File: config.mk
export PLATFORM = sky130hd
export DESIGN_NAME = memlog_seq_ctrl
export DESIGN_NICKNAME = d
export VERILOG_FILES = /design/src/rtl/memlog_pkg.sv /design/src/rtl/memlog_rd_pipe.sv /design/src/rtl/memlog_seq_ctrl.sv
export SDC_FILE = /design/constraint.sdc
export NUM_CORES = 1
export LEC_CHECK = 0
export BUFFER_PORTS_ARGS = -buffer_cell sky130_fd_sc_hd__buf_2
export CORE_ASPECT_RATIO = 1.4
export CORE_MARGIN = 5
export CORE_UTILIZATION = 56
export CTS_BUF_LIST = sky130_fd_sc_hd__clkbuf_8
export CTS_CLUSTER_DIAMETER = 80
export DETAILED_ROUTE_END_ITERATION = 16
export HOLD_SLACK_MARGIN = 0.03
export PLACE_DENSITY_LB_ADDON = 0.25
export RECOVER_POWER = 25
export SLEW_MARGIN = 20
export SYNTH_ARGS = -nofsm -noshare
export SYNTH_HDL_FRONTEND = slang
export SYNTH_SLANG_ARGS = --single-unit
export TNS_END_PERCENT = 20
File: constraint.sdc
create_clock -name clk -period 2.6 [get_ports clk]
set_input_delay 0.39 -clock clk [delete_from_list [all_inputs] [get_ports clk]]
set_output_delay 0.39 -clock clk [all_outputs]
set_load 0.02 [all_outputs]
File: src/rtl/memlog_pkg.sv
// Shared encodings for the sample-logger capture/dump sequencer.
package memlog_pkg;

    localparam logic [1:0] CMD_NOP     = 2'b00;
    localparam logic [1:0] CMD_CAPTURE = 2'b01;
    localparam logic [1:0] CMD_DUMP    = 2'b10;
    localparam logic [1:0] CMD_ABORT   = 2'b11;

    localparam logic [2:0] ST_IDLE      = 3'd0;
    localparam logic [2:0] ST_ARM       = 3'd1;
    localparam logic [2:0] ST_WAIT_FULL = 3'd2;
    localparam logic [2:0] ST_CAPTURED  = 3'd3;
    localparam logic [2:0] ST_RD_ARM    = 3'd4;
    localparam logic [2:0] ST_RD_ADDR   = 3'd5;
    localparam logic [2:0] ST_RD_WAIT   = 3'd6;
    localparam logic [2:0] ST_RD_OUT    = 3'd7;

    typedef enum logic [2:0] {
        StIdle     = ST_IDLE,
        StArm      = ST_ARM,
        StWaitFull = ST_WAIT_FULL,
        StCaptured = ST_CAPTURED,
        StRdArm    = ST_RD_ARM,
        StRdAddr   = ST_RD_ADDR,
        StRdWait   = ST_RD_WAIT,
        StRdOut    = ST_RD_OUT
    } state_t;

    // Extra cycles granted beyond one full buffer before a capture is declared stuck.
    localparam int unsigned TMO_MARGIN = 16;

endpackage

File: src/rtl/memlog_rd_pipe.sv
// Read stage of the dump sweep: address register, read-latency countdown and
// a held output word on a valid/ready stream.
module memlog_rd_pipe #(
    parameter int unsigned ADDR_W = 15,
    parameter int unsigned DATA_W = 16,
    parameter int unsigned RD_LAT = 2
) (
    input  logic              clk,
    input  logic              rst,
    input  logic              clear,
    input  logic              abort,
    input  logic              load,
    input  logic              count,
    input  logic [DATA_W-1:0] log_data,
    input  logic              ready,
    output logic              fire,
    output logic              hs,
    output logic              last,
    output logic [ADDR_W-1:0] addr,
    output logic [DATA_W-1:0] data,
    output logic              valid
);

    localparam int unsigned CNT_W = $clog2(RD_LAT + 1);

    logic [CNT_W-1:0] lat_cnt;
    logic             valid_r;

    assign last  = (addr == '1);
    assign fire  = count & ~abort & (lat_cnt == CNT_W'(1));
    // Abort withdraws the word in the same cycle so no handshake can complete.
    assign hs    = valid_r & ready & ~abort;
    assign valid = valid_r & ~abort;

    always_ff @(posedge clk) begin
        if (rst) begin
            addr    <= '0;
            data    <= '0;
            valid_r <= 1'b0;
            lat_cnt <= '0;
        end else if (abort) begin
            valid_r <= 1'b0;
            lat_cnt <= '0;
        end else if (clear) begin
            addr    <= '0;
            valid_r <= 1'b0;
            lat_cnt <= '0;
        end else begin
            if (load) begin
                lat_cnt <= CNT_W'(RD_LAT);
            end else if (count && lat_cnt != '0) begin
                lat_cnt <= lat_cnt - 1'b1;
            end
            if (fire) begin
                data    <= log_data;
                valid_r <= 1'b1;
            end else if (hs) begin
                valid_r <= 1'b0;
                if (!last) begin
                    addr <= addr + 1'b1;
                end
            end
        end
    end

endmodule

File: src/rtl/memlog_seq_ctrl.sv
// Host-command sequencer: arms a logger capture, waits for full (with timeout),
// then sweeps every logger address onto the dump stream.
module memlog_seq_ctrl
    import memlog_pkg::*;
#(
    parameter int unsigned ADDR_W = 15,
    parameter int unsigned DATA_W = 16,
    parameter int unsigned RD_LAT = 2,
    parameter int unsigned TMO_W  = 24
) (
    input  logic              clk,
    input  logic              i_rst,
    input  logic              i_cmd_valid,
    input  logic [1:0]        i_cmd,
    output logic              o_cmd_ready,
    input  logic              i_mem_full,
    input  logic [31:0]       i_log_data,
    output logic              o_run_log,
    output logic              o_read_log,
    output logic [ADDR_W-1:0] o_addr_log,
    output logic [DATA_W-1:0] o_dump_data,
    output logic              o_dump_valid,
    input  logic              i_dump_ready,
    output logic              o_busy,
    output logic              o_captured,
    output logic              o_err_tmo
);

    localparam logic [TMO_W-1:0] TMO_LIMIT = TMO_W'((1 << ADDR_W) + TMO_MARGIN);

    state_t           state;
    logic             ready_en;
    logic [TMO_W-1:0] tmo_cnt;
    logic             in_rd;
    logic             accept;
    logic             cmd_capture;
    logic             cmd_dump;
    logic             cmd_abort;
    logic             abort_rd;
    logic             pipe_fire;
    logic             pipe_hs;
    logic             pipe_last;
    logic             unused_log_bits;

    assign unused_log_bits = ^i_log_data[31:DATA_W];

    // Ready is held low for the first cycle out of reset so every output reads 0.
    assign o_cmd_ready = ready_en & (state != StArm);
    assign o_busy      = (state != StIdle) & (state != StCaptured);
    assign in_rd       = (state == StRdArm) | (state == StRdAddr) |
                         (state == StRdWait) | (state == StRdOut);
    assign accept      = i_cmd_valid & o_cmd_ready;
    assign cmd_capture = accept & (i_cmd == CMD_CAPTURE);
    assign cmd_dump    = accept & (i_cmd == CMD_DUMP);
    assign cmd_abort   = accept & (i_cmd == CMD_ABORT);
    assign abort_rd    = cmd_abort & in_rd;

    memlog_rd_pipe #(
        .ADDR_W (ADDR_W),
        .DATA_W (DATA_W),
        .RD_LAT (RD_LAT)
    ) u_rd_pipe (
        .clk      (clk),
        .rst      (i_rst),
        .clear    (cmd_dump & (state == StCaptured)),
        .abort    (abort_rd),
        .load     (state == StRdAddr),
        .count    (state == StRdWait),
        .log_data (i_log_data[DATA_W-1:0]),
        .ready    (i_dump_ready),
        .fire     (pipe_fire),
        .hs       (pipe_hs),
        .last     (pipe_last),
        .addr     (o_addr_log),
        .data     (o_dump_data),
        .valid    (o_dump_valid)
    );

    always_ff @(posedge clk) begin
        if (i_rst) begin
            state      <= StIdle;
            ready_en   <= 1'b0;
            tmo_cnt    <= '0;
            o_run_log  <= 1'b0;
            o_read_log <= 1'b0;
            o_captured <= 1'b0;
            o_err_tmo  <= 1'b0;
        end else begin
            ready_en   <= 1'b1;
            o_run_log  <= 1'b0;
            o_read_log <= 1'b0;
            unique case (state)
                StIdle: begin
                    if (cmd_capture) begin
                        state      <= StArm;
                        o_run_log  <= 1'b1;
                        tmo_cnt    <= '0;
                        o_captured <= 1'b0;
                        o_err_tmo  <= 1'b0;
                    end
                end
                StArm: state <= StWaitFull;
                StWaitFull: begin
                    if (cmd_abort) begin
                        state <= StIdle;
                    end else if (i_mem_full) begin
                        state      <= StCaptured;
                        o_captured <= 1'b1;
                    end else if (tmo_cnt == TMO_LIMIT - 1'b1) begin
                        state     <= StIdle;
                        o_err_tmo <= 1'b1;
                    end
                    if (tmo_cnt != TMO_LIMIT) begin
                        tmo_cnt <= tmo_cnt + 1'b1;
                    end
                end
                StCaptured: begin
                    if (cmd_capture) begin
                        state      <= StArm;
                        o_run_log  <= 1'b1;
                        tmo_cnt    <= '0;
                        o_captured <= 1'b0;
                        o_err_tmo  <= 1'b0;
                    end else if (cmd_dump) begin
                        state      <= StRdArm;
                        o_read_log <= 1'b1;
                    end else if (cmd_abort) begin
                        state      <= StIdle;
                        o_captured <= 1'b0;
                    end
                end
                StRdArm:  state <= cmd_abort ? StCaptured : StRdAddr;
                StRdAddr: state <= cmd_abort ? StCaptured : StRdWait;
                StRdWait: begin
                    if (cmd_abort) begin
                        state <= StCaptured;
                    end else if (pipe_fire) begin
                        state <= StRdOut;
                    end
                end
                StRdOut: begin
                    if (cmd_abort) begin
                        state <= StCaptured;
                    end else if (pipe_hs) begin
                        state <= pipe_last ? StCaptured : StRdAddr;
                    end
                end
                default: state <= StIdle;
            endcase
        end
    end

endmodule

==> results.md <==
- Hpwl dp: 5910 microns
- Synth Area in Compound Gates: 0.192
- Clk pin slew, worst setup/hold paths: 70 ps
- Grt total ovfl: 0
- Core box area: slightly below 0.006 sq mm
- Mean Syn Cell Area: roughly 8 sq um
- Slew headroom: 0.258
- # setup viols final: 0
- Crit path required time: 2850 ps
- PortBufs: 60
- H-tree levels: 3
- LEAKAGE: 1.31 nW
- Setup crit end kind: register
- Largest family of logic cells by synthesized area: simple AND/OR/NAND/NOR gates
- DIE WIDTH: 75.2 microns
- CTS tree: yes
- Clock Sinks: 66
- Post-Syn Nets: 456
- Total CTS buffers: 9
- Crit path max fanout: 20
- Final wirelength: approximately 8100 microns
- Asr flop ratio synth: 0
- Post-synthesis cell type count: 52
- Number of global-route vias before repair: 3,033
- Initial DRC Count: 231
- Setup ws final: 346 ps
- Status: finished clean
- Clk root buf: clkbuf_8
- Post-synth EDFFs: 0
- Largest net degree at the start of global routing: 27
- Layout cell share with drive strength beyond 1: 0.151
- Setup TNS: 0 ps
- Initial core utilization: 0.572
- Via density per instance: 5.92
- Clk_lat worst skew: 360 ps
- Synthesis warning total: 0
- Endpoints failing hold: 0
- Post-Syn Instances: just over 400
- Period utilization: 0.867
- Seq/Total Area, Yosys: 0.397
- Nets: 516
- Final-layout fill cell count: 518
- Post-synthesis mux area share: 0
- Area growth syn-to-layout: 15.4%
- Setup Fix Bufs, Post-CTS: 0
- Worst slew pin tran: 1110 ps
- Synth Area in Adders: 0.0188
- Fmax: 444 MHz
- Most used DFF post-synth: dfxtp_1
- Synth Area in XOR/XNOR: 0.0315
- Final Util: 0.661
- Die Span Y: 101 microns
- Data arrival time of the worst path: 2510 ps
- Io pins: 77
- CTS Buffer Depth: 2
- DP Worst Slack: 349 ps
- Post-CTS sizing: 0
- Synth area leaders: dfxtp_1 40%, a21oi_1 7.1%, nand2_1 6.4%, xnor2_1 3.2%, nor2_1 2.8%
- Synth Cell Area: 0.00333 sq mm
- Synth Register Bits: between 60 and 70
- Cts hold-fix bufs: 0
- Post-synth top area cell: dfxtp_1
- Rows: 33
- Via count: 3,239
- Unrepaired setup endpoints after global routing: false
- Ant. Diodes: 0
- Max VDD drop: 0.000339 V
- Setup Skew: 7.83 ps
- Routed WL per cell: 14.8 microns
- Maxcap violations: 0
- First-pass GRT wire length: 13,300 microns
- Cell area power density: 544 mW/mm^2
- Hold crit path type: in2reg
- Die area: 0.00761 sq mm
- DR pass1 iterations: 4
- Gr usage total: 0.222
- Final ANT Viol Nets: 0
- Post-route minimum period: 2250 ps
- Initial antenna violation count: 0
- Simple-gate area share of the yosys netlist: 0.319
- Gp weighted congestion: approximately 0.84
- Startpoint Class: register
- Yosys top cell area share: 0.397
- Worst setup path category: reg2reg
- # DRC: 0
- Slew Limit Fails: 0
==> path summary, 6_finish.rpt <==
check,depth (start not counted),slack [ps],end,from
setup / recovery,5,350,tmo_cnt[20],tmo_cnt[15]
hold / removal,3,270,u_rd_pipe.data[15],i_log_data[15]
setup reg to reg,5,350,tmo_cnt[20],tmo_cnt[15]
hold reg to reg,2,450,u_rd_pipe.data[15],u_rd_pipe.data[15]
==> synth_stat cells (4+ instances only) <==
cell type   n
o31ai_1    10
or3_1      10
nor4_1      7
or4_1      11
dfxtp_1    66
and3_1      4
nand3_1    18
o211ai_1    5
a21oi_1    47
and2_1      7
nor3_1     11
nor2_1     25
ha_1        5
o21a_1      4
o21ai_0    16
nand2b_1    5
nor4_2      4
nand4_1     8
nand2_1    57
xnor2_1    12
clkbuf_1   19
inv_1      10
and4_1      8
==> worst max-delay path, cell delays in order (launching register included) <==
cell     delay, ps
dfxtp_1        450
or4b_1         520
nor4_2         340
a21o_1         530
nor4_1         120
o21a_1         190
==> per-layer routing <==
metal	routed length, microns	vias to the layer above	global-route usage
li1	-	1629	-
met3	449	18	0.0457
met1	3220	1512	0.243
met5	0	-	0
met4	207	0	0.105
met2	4210	80	0.397
==> registers in the layout, summed over array words and instances (netlist names), 2 cells and up <==
register and flops:
u_rd_pipe.lat_cnt 2, state 3, u_rd_pipe.data 16, tmo_cnt 24, u_rd_pipe.addr 15
==> report_power, final <==
| part | switching, mW | total (mW) | internal (mW) |
|---|---|---|---|
| Clock | 0.398 | 0.760 | 0.363 |
| Combinational | 0.176 | 0.286 | 0.110 |
| Sequential | 0.0189 | 1.05 | 1.03 |
==> final cells by class <==
class	instances	area [sq um]	share of cell area
Clock buffer	10	138	0.0358
Clock inverter	6	33.8	0.00878
Inverter	10	37.5	0.00976
Multi-Input combinational cell	313	1870	0.486
Sequential cell	66	1320	0.344
Tap cell	70	87.6	0.0228
Timing Repair Buffer	72	358	0.0930
==> layout by cell type, fill, tap and decap left out, types with 7 or more instances in the layout <==
cell type,instances
nand4_1,8
nor3_1,11
nand2_1,57
clkbuf_8,10
and2_1,7
or4_1,11
or3_1,10
nor4_1,7
o31ai_1,10
and4_1,8
xnor2_1,12
dfxtp_1,66
o21ai_0,15
buf_2,34
clkbuf_1,26
nor2_1,25
nand3_1,18
a21oi_1,47
buf_4,12
inv_1,11
==> kinds of logic (layout without fill, tap and decap cells) <==
group | after synthesis | after routing
adders and majority gates | 5 | 5
and+or+nand+nor | 192 | 192
DFF | 66 | 66
AOI/OAI and AO/OA | 104 | 104
xor gates and xnor gates | 12 | 12
buffers and inverters | 33 | 98
==> per-stage QoR <==
stage               cells  total power [mW]  area (sq um)  hold slack [ps]
floorplan             412              1.27          3330              453
global placement      531              1.35          3710              438
detailed placement    531              1.35          3710              443
CTS                   547              2.11          3880              260
global route          547              2.19          3850              268
finish                547              2.09          3850              265
Power figures use the tool's default switching activity.
